[config.mk]
export PLATFORM = sky130hd
export DESIGN_NAME = chr_fetch
export DESIGN_NICKNAME = d
export VERILOG_FILES = /design/src/rtl/chr_fetch.sv
export SDC_FILE = /design/constraint.sdc
export NUM_CORES = 1
export LEC_CHECK = 0
export CORE_ASPECT_RATIO = 0.7
export CORE_UTILIZATION = 41
export DETAILED_ROUTE_END_ITERATION = 10
export SYNTH_ARGS = -nofsm -noshare
export SYNTH_HDL_FRONTEND = slang
export SYNTH_SLANG_ARGS = --single-unit
[constraint.sdc]
create_clock -name clk -period 4.25 [get_ports clk]
set_input_delay 0.85 -clock clk [delete_from_list [all_inputs] [get_ports clk]]
set_output_delay 0.85 -clock clk [all_outputs]
set_load 0.03 [all_outputs]
[src/rtl/chr_fetch.sv]
`default_nettype none
// ============================================================================
//  Module   : chr_fetch
//  Purpose  : Cartridge character-address fetcher. Synchronises the PCK1B and
//             PCK2B strobes, latches the multiplexed P bus into the C (sprite)
//             and S (fix) address registers, then runs multi-word burst reads
//             from a shared ROM port over a req/ack handshake. Each completed
//             burst is presented as one wide word with a one-cycle valid.
//  Ports    :
//     clk          system clock
//     rst_n        asynchronous active-low reset
//     p_i          multiplexed address bus (CW bits)
//     pck1b_i      C-address strobe, asynchronous, rising edge latches
//     pck2b_i      S-address strobe, asynchronous, rising edge latches
//     sda_i        direct fix-layer address (16 bits)
//     smode_i      0: S address from latched P[15:0]; 1: from sda_i
//     mem_req_o    read request, held with sel/addr until acknowledged
//     mem_sel_o    0 = C ROM, 1 = S ROM
//     mem_addr_o   word address (AW bits)
//     mem_ack_i    request accepted, mem_rdata_i valid this cycle
//     mem_rdata_i  read data (DW bits)
//     cdata_o      C burst, word i at [i*DW +: DW]
//     cvalid_o     one-cycle pulse, cdata_o updated
//     sdata_o      S burst, same packing
//     svalid_o     one-cycle pulse, sdata_o updated
//     overrun_o    sticky lost-address flags: [0] C, [1] S
//  Revision : 1.0 - initial release
// ============================================================================
module chr_fetch #(
   parameter int CW     = 24,
   parameter int DW     = 16,
   parameter int AW     = 26,
   parameter int CBURST = 4,
   parameter int SBURST = 2
) (
   input  logic                 clk,
   input  logic                 rst_n,
   input  logic [CW-1:0]        p_i,
   input  logic                 pck1b_i,
   input  logic                 pck2b_i,
   input  logic [15:0]          sda_i,
   input  logic                 smode_i,
   output logic                 mem_req_o,
   output logic                 mem_sel_o,
   output logic [AW-1:0]        mem_addr_o,
   input  logic                 mem_ack_i,
   input  logic [DW-1:0]        mem_rdata_i,
   output logic [CBURST*DW-1:0] cdata_o,
   output logic                 cvalid_o,
   output logic [SBURST*DW-1:0] sdata_o,
   output logic                 svalid_o,
   output logic [1:0]           overrun_o
);

   localparam int CLOG = $clog2(CBURST);
   localparam int SLOG = $clog2(SBURST);
   localparam int IW   = (CLOG > SLOG) ? CLOG : SLOG;

   localparam logic [1:0] ST_IDLE   = 2'd0;
   localparam logic [1:0] ST_CFETCH = 2'd1;
   localparam logic [1:0] ST_SFETCH = 2'd2;

   // ------------------------------------------------------------------------
   // Strobe synchronisers and P bus alignment
   // ------------------------------------------------------------------------
   logic [2:0]    pck1_sync_q;
   logic [2:0]    pck2_sync_q;
   logic [CW-1:0] pd1_q;
   logic [CW-1:0] pd2_q;

   // Two P delay stages: when the rise pulse is seen, pd2_q holds the P value
   // sampled on the same clock that the first synchroniser stage caught the
   // strobe edge.
   always_ff @(posedge clk or negedge rst_n) begin
      if (!rst_n) begin
         pck1_sync_q <= 3'b000;
         pck2_sync_q <= 3'b000;
         pd1_q       <= '0;
         pd2_q       <= '0;
      end else begin
         pck1_sync_q <= {pck1_sync_q[1:0], pck1b_i};
         pck2_sync_q <= {pck2_sync_q[1:0], pck2b_i};
         pd1_q       <= p_i;
         pd2_q       <= pd1_q;
      end
   end

   logic c_rise;
   logic s_rise;
   assign c_rise = pck1_sync_q[1] & ~pck1_sync_q[2];
   assign s_rise = pck2_sync_q[1] & ~pck2_sync_q[2];

   // ------------------------------------------------------------------------
   // FSM: state register / next-state / outputs
   // ------------------------------------------------------------------------
   logic [1:0]    state_q;
   logic [1:0]    state_d;
   logic [CW-1:0] ca_q;
   logic [15:0]   sa_q;
   logic          cpend_q;
   logic          spend_q;
   logic [CW-1:0] base_q;
   logic [IW-1:0] idx_q;

   logic c_start;
   logic s_start;
   logic c_last;
   logic s_last;

   // C has priority over S when both are pending in IDLE.
   assign c_start = (state_q == ST_IDLE) && cpend_q;
   assign s_start = (state_q == ST_IDLE) && !cpend_q && spend_q;
   assign c_last  = (state_q == ST_CFETCH) && mem_ack_i && (idx_q == IW'(CBURST-1));
   assign s_last  = (state_q == ST_SFETCH) && mem_ack_i && (idx_q == IW'(SBURST-1));

   always_ff @(posedge clk or negedge rst_n) begin
      if (!rst_n) begin
         state_q <= ST_IDLE;
      end else begin
         state_q <= state_d;
      end
   end

   always_comb begin
      state_d = state_q;
      case (state_q)
         ST_IDLE: begin
            if (cpend_q) begin
               state_d = ST_CFETCH;
            end else if (spend_q) begin
               state_d = ST_SFETCH;
            end
         end
         ST_CFETCH: begin
            if (c_last) begin
               state_d = ST_IDLE;
            end
         end
         ST_SFETCH: begin
            if (s_last) begin
               state_d = ST_IDLE;
            end
         end
         default: state_d = ST_IDLE;
      endcase
   end

   // Request, select and address are pure functions of state, base and idx,
   // so they stay stable until the ack advances idx.
   always_comb begin
      mem_req_o  = 1'b0;
      mem_sel_o  = 1'b0;
      mem_addr_o = '0;
      case (state_q)
         ST_CFETCH: begin
            mem_req_o  = 1'b1;
            mem_addr_o = AW'({base_q, idx_q[CLOG-1:0]});
         end
         ST_SFETCH: begin
            mem_req_o  = 1'b1;
            mem_sel_o  = 1'b1;
            mem_addr_o = AW'({base_q[15:0], idx_q[SLOG-1:0]});
         end
         default: begin
            mem_req_o  = 1'b0;
         end
      endcase
   end

   // ------------------------------------------------------------------------
   // Address latches, pending flags and overrun
   // ------------------------------------------------------------------------
   always_ff @(posedge clk or negedge rst_n) begin
      if (!rst_n) begin
         ca_q      <= '0;
         sa_q      <= '0;
         cpend_q   <= 1'b0;
         spend_q   <= 1'b0;
         overrun_o <= 2'b00;
      end else begin
         // A new edge in the same cycle the FSM consumes the pending address
         // re-arms the flag without counting as a lost address.
         if (c_rise) begin
            ca_q    <= pd2_q;
            cpend_q <= 1'b1;
            if (cpend_q && !c_start) begin
               overrun_o[0] <= 1'b1;
            end
         end else if (c_start) begin
            cpend_q <= 1'b0;
         end

         if (s_rise) begin
            sa_q    <= pd2_q[15:0];
            spend_q <= 1'b1;
            if (spend_q && !s_start) begin
               overrun_o[1] <= 1'b1;
            end
         end else if (s_start) begin
            spend_q <= 1'b0;
         end
      end
   end

   // ------------------------------------------------------------------------
   // Burst datapath
   // ------------------------------------------------------------------------
   logic [CBURST*DW-1:0] cbuf_q;
   logic [SBURST*DW-1:0] sbuf_q;
   logic [CBURST*DW-1:0] cbuf_d;
   logic [SBURST*DW-1:0] sbuf_d;

   // Buffer contents with the word currently on mem_rdata_i merged in; on
   // the final ack this is the complete burst handed to the output register.
   always_comb begin
      cbuf_d = cbuf_q;
      for (int i = 0; i < CBURST; i++) begin
         if (idx_q == IW'(i)) begin
            cbuf_d[i*DW +: DW] = mem_rdata_i;
         end
      end
   end

   always_comb begin
      sbuf_d = sbuf_q;
      for (int i = 0; i < SBURST; i++) begin
         if (idx_q == IW'(i)) begin
            sbuf_d[i*DW +: DW] = mem_rdata_i;
         end
      end
   end

   always_ff @(posedge clk or negedge rst_n) begin
      if (!rst_n) begin
         base_q   <= '0;
         idx_q    <= '0;
         cbuf_q   <= '0;
         sbuf_q   <= '0;
         cdata_o  <= '0;
         sdata_o  <= '0;
         cvalid_o <= 1'b0;
         svalid_o <= 1'b0;
      end else begin
         cvalid_o <= c_last;
         svalid_o <= s_last;

         if (c_start) begin
            base_q <= ca_q;
            idx_q  <= '0;
         end else if (s_start) begin
            // The fix source is snapshotted here so a later strobe or sda
            // change cannot disturb the burst in flight.
            base_q <= CW'(smode_i ? sda_i : sa_q);
            idx_q  <= '0;
         end else if (mem_req_o && mem_ack_i) begin
            idx_q  <= idx_q + IW'(1);
         end

         if ((state_q == ST_CFETCH) && mem_ack_i) begin
            cbuf_q <= cbuf_d;
         end
         if ((state_q == ST_SFETCH) && mem_ack_i) begin
            sbuf_q <= sbuf_d;
         end

         if (c_last) begin
            cdata_o <= cbuf_d;
         end
         if (s_last) begin
            sdata_o <= sbuf_d;
         end
      end
   end

endmodule
`default_nettype wire

Word-level counts from Yosys, hierarchy flattened --
Index checks and enable logic that the tools add are counted.
Word-level totals: bits in registers 320, input bits 62, output and inout bits 128, logic and storage cells 79
Cells by class: add/subtract/negate cells 1, eq/ne operators 8, multiplexer cells 24, bitwise gates (word level) 4, reductions and logical operators 23
Operator list (count):
- 16-bit 2-to-1 mux | 7
- 26-bit case mux with 2 select lines | 1
- 24-bit 2-to-1 mux | 2
- 2-bit 2-to-1 mux | 7
- 1-bit logical AND | 10
- 2-bit == test, second input constant | 3
- 1-bit 2-to-1 mux | 6
- 2-bit case mux with 3 select lines | 1
- 2-bit nonzero test | 3
- 2-bit by 1-bit == test with 1-bit output, second input constant | 2
- 2-bit logical NOT | 2
- 2-bit inequality test, second input constant | 2
- 2-bit AND reduction | 2
- 1-bit logical NOT | 3
- 3-bit inequality test, second input constant | 1
- 3-bit AND reduction | 1
- 3-bit nonzero test | 1
- 2-bit by 1-bit adder with 2-bit output, second input constant | 1
- 1-bit bitwise AND | 2
- 1-bit NOT | 2
- 2-bit OR reduction | 1

Logic depth before layout (Yosys ltp) --
word-level depth 7, mapped depth 9, depth with buffers taken out 6

Least setup slack after synthesis --
Ideal clock, no wire load.
path kind flip-flop to output port, start point reg state_q[0], end point out mem_addr_o[0], arrival time 1851 ps, required time 3400 ps, setup slack 1549 ps, stages on the path, launching flop included 8, buffers on the path 2, cell sequence dfrtp_1 -> inv_1 -> ha_1 -> and2_1 -> buf_2 -> buf_6 -> nor2_1 -> nor2_1
On the way: longest elaborated chain between the ends 2, elaborated cells on any way between the ends 3, those cells by class 2 x eq/ne; 1 x mux
RTL lines:
- from (decl) | line 96 | logic [1:0] state_q;
- from (signal assigned) | line 120 | state_q <= state_d;
- 2-bit == test or 2-bit by 1-bit == test with 1-bit output (tied branches) | line 154 | case (state_q)
- 26-bit case mux with 2 select lines (*) | line 154
- to (decl) | line 45 | output logic [AW-1:0] mem_addr_o,
Mark *: on every way between the ends. The rest lies on a longest branch, timed or not.

Worst setup path after layout --
start point reg state_q[0], end point out mem_addr_o[14]
The elaborated chain is that of the path after synthesis.

==> summary.md <==
| Metric | Value |
|---|---|
| Post-route design area | `14700 um2` |
| Reg2Reg Depth | `4` |
| Worst-margin pin slew | `0.796 ns` |
| Clk sink count | `288` |
| Power Density | `680 nW/um2` |
| Grt total ovfl | `0` |
| Sequential Area | `7210 um2` |
| CTS tree | `yes` |
| Final setup vio count | `0` |
| Synthesized cell area | `11700 um2` |
| Worst Setup EP | `mem_addr_o[14]` |
| Vias per cell | `4.92` |
| Final hold violation count | `0` |
| # fillers | `2481` |
| Tot Pwr | `0.0100 W` |
| Hold WC Path Type | `input port to async pin` |
| Final net count | `1144` |
| Fin. max-slew vios | `0` |
| Vias in the first global route | `7303` |
| Crit path DAT | `2.98 ns` |
| Post-route DRC | `0` |
| Yosys reg bits | `288` |
| Routed wire per std cell | `18.2 um` |
| First-pass GRT wire length | `42000 um` |
| Final period util | `0.902` |
| Std-Cell Core Area | `27900 um2` |
| Hpwl dp | `17200 um` |
| Number of flops mapped to enable cells by yosys | `0` |
| Ys async rst share | `1.00` |
| Post-Synthesis Cells | `914` |
| Initial DRC count | `343` |
| Cts hold-fix bufs | `0` |
| Post-Layout Cell Count | `1469` |
| Most frequent cells in the layout | `dfrtp_1, clkdlybuf4s50_1, nand2_1` |
| # IOs | `190` |
| Cell depth of the worst setup path | `5` |
| Synth cell types | `40` |
| Total CTS buffers | `29` |
| FMAX | `261 MHz` |
| TNS Setup | `0 ns` |
| Worst-path cell with the longest stage delay | `clkdlybuf4s50_1` |
| R2R Path Start | `idx_q[0]` |
| Vias post-DR | `7229` |
| Sequential share of the synthesized area | `0.616` |
| Worst path cell trace | `inv_1 -> ha_1 -> and2_1 -> a22o_1 -> clkdlybuf4s50_1` |
| Initial antenna violation count | `1` |
| Net Count, Synth | `983` |
| Nature of the critical path endpoint | `output port` |
| FF-to-FF End | `sbuf_q[13]` |
| Post-synth top flop | `dfrtp_1` |
| Clk slew on worst S/H paths | `0.06 ns` |
| Multi-input logic area | `3990 um2` |
| Share of the synthesized area in the top cell type | `0.616` |
| CTS max path bufs | `3` |
| Crit start category | `register` |
| Area grow syn2layout | `25.6%` |
| Critical path launch point | `state_q[0]` |
| Layout cells sized above 1 | `0.179` |
| Synth warnings | `0` |
| H-tree levels | `1` |
| Critical path buffer and inverter count | `2` |
| Crit path time final | `3.83 ns` |
| DP Area | `13700 um2` |
| Dpl cells | `1415` |
| Pin count of the biggest net entering global routing | `94` |
| Area leader, netlist | `dfrtp_1` |
| Root buf cell | `clkbuf_16` |
| RSZ-0062 raised after global routing | `false` |
| CP max FO | `17` |
| Die X-Extent | `204 um` |
| Initial Util | `0.419` |
| Max stage delay on crit path | `0.68 ns` |
| Max_cap viols | `0` |
| Max Clock Skew | `0.00680 ns` |
| Pre-CTS WS | `0.990 ns` |
| Area contributors post-synth | `dfrtp_1, mux2_2, nand2_1` |
| 1st-pass router iterations | `4` |
| Cell Rows | `51` |
| Worst ir drop on vdd | `0.396 mV` |
| Critical path type | `register to output port` |
| Die ar. | `29200 um2` |
| Post-cts resize count | `0` |
| Die H | `143 um` |
| Post-route antenna net violation count | `0` |
| Worst EP required | `3.40 ns` |
| Routability cong. | `0.750` |
| Later-pin clock latency in the skew report | `0.54 ns` |
| CP top delay family | `buffers and inverters` |
| Max_slew headroom | `0.469` |
| Outcome | `complete, no violations` |
| Pleak | `6.64 nW` |
| PortBufs | `189` |
| Total global-route track usage | `0.185` |
| Post-Route WL | `26700 um` |
| Most common cell after layout, fill and taps aside | `dfrtp_1` |
| Fin worst setup slack | `0.417 ns` |
| Flop2flop setup slack | `1.95 ns` |
| Syn_area_per_cell | `12.8 um2` |
| Post-CTS Setup Inserts | `0` |
## logic make-up after synthesis
group / count (synthesis) / share of synthesized area
flops: 288 / 0.616
fa+ha+maj: 7 / 0.00748
simple gates: 238 / 0.0903
buf+inv: 81 / 0.0448
xor+xnor: 1 / 0.000748
mux: 168 / 0.158
compound gates: 131 / 0.0831
## synth_stat cells (4+ instances only)
cell type	instances
a22o_1	24
buf_2	17
nand3_4	5
nand2_1	180
buf_4	11
nor2b_1	14
dfrtp_1	288
ha_1	7
clkbuf_1	23
o31ai_1	5
a211oi_1	5
inv_1	6
and2_1	4
mux2i_1	64
nor2_1	18
and2b_1	4
mux2_4	10
o21ai_0	64
mux2_2	94
o31ai_2	11
and3_1	9
buf_6	18
a211oi_2	11
## where the power goes
group | leakage [nW] | internal (W) | switching, W
Sequential | 3.62 | 0.00350 | 0.000441
Clock | 0.465 | 0.00155 | 0.00105
Combinational | 2.55 | 0.00156 | 0.00190
Total | 6.64 | 0.00661 | 0.00339
## flip-flops by register name, indices dropped and copies added, names as in the netlist, 2 cells and up
signal / cells
pck1_sync_q: 3
pd2_q: 24
pck2_sync_q: 3
cdata_o: 64
cbuf_q: 48
state_q: 2
sbuf_q: 16
sa_q: 16
sdata_o: 32
idx_q: 2
pd1_q: 24
base_q: 24
ca_q: 24
overrun_o: 2
## per-stage QoR
| step | hold WS [ns] | utilization |
|---|---|---|
| finish | 0.314 | 0.526 |
| global route | 0.345 | 0.526 |
| CTS | 0.340 | 0.526 |
| detailed placement | 0.335 | 0.491 |
| global placement | 0.332 | 0.491 |
| floorplan | 0.331 | - |
## how the worst min path moves through the flow
| stage | startpoint | to | slack (ns) | cells past startpoint |
|---|---|---|---|---|
| final | rst_n | cdata_o[48] | 0.31 | 1 |
| after global routing | pd1_q[5] | pd2_q[5] | 0.35 | 0 |
| after CTS | pd1_q[5] | pd2_q[5] | 0.34 | 0 |
| after detailed placement | pd1_q[22] | pd2_q[22] | 0.33 | 0 |
| after global placement | pd1_q[12] | pd2_q[12] | 0.33 | 0 |
| after floorplan | pck1_sync_q[0] | pck1_sync_q[1] | 0.33 | 0 |
## routing by layer
metal	wire length (um)	vias to the layer above	part of all wire	track usage
li1	-	3440	-	-
met1	13800	3632	0.52	0.283
met2	11200	123	0.42	0.269
met3	1200	34	0.045	0.0385
met4	443	0	0.017	0.0342
met5	0	-	0	0
## area by class of cell
| cell class | count | share of cell area |
|---|---|---|
| inverter | 8 | 0.00238 |
| timing repair buffer | 203 | 0.139 |
| multi-input combinational | 545 | 0.271 |
| clock inverter | 6 | 0.00757 |
| tap | 371 | 0.0316 |
| sequential | 288 | 0.490 |
| clock buffer | 47 | 0.0580 |
| antenna | 1 | 0.000170 |
## worst reg2reg max path, delay by kind of cell (launching register included)
family        cells  cell delay (ns)
mux               1             0.42
fa+ha+maj         1             0.73
flops             1             0.43
buf+inv           1             0.16
simple gates      1             0.45
No activity file was read; power rests on OpenSTA's default activity.
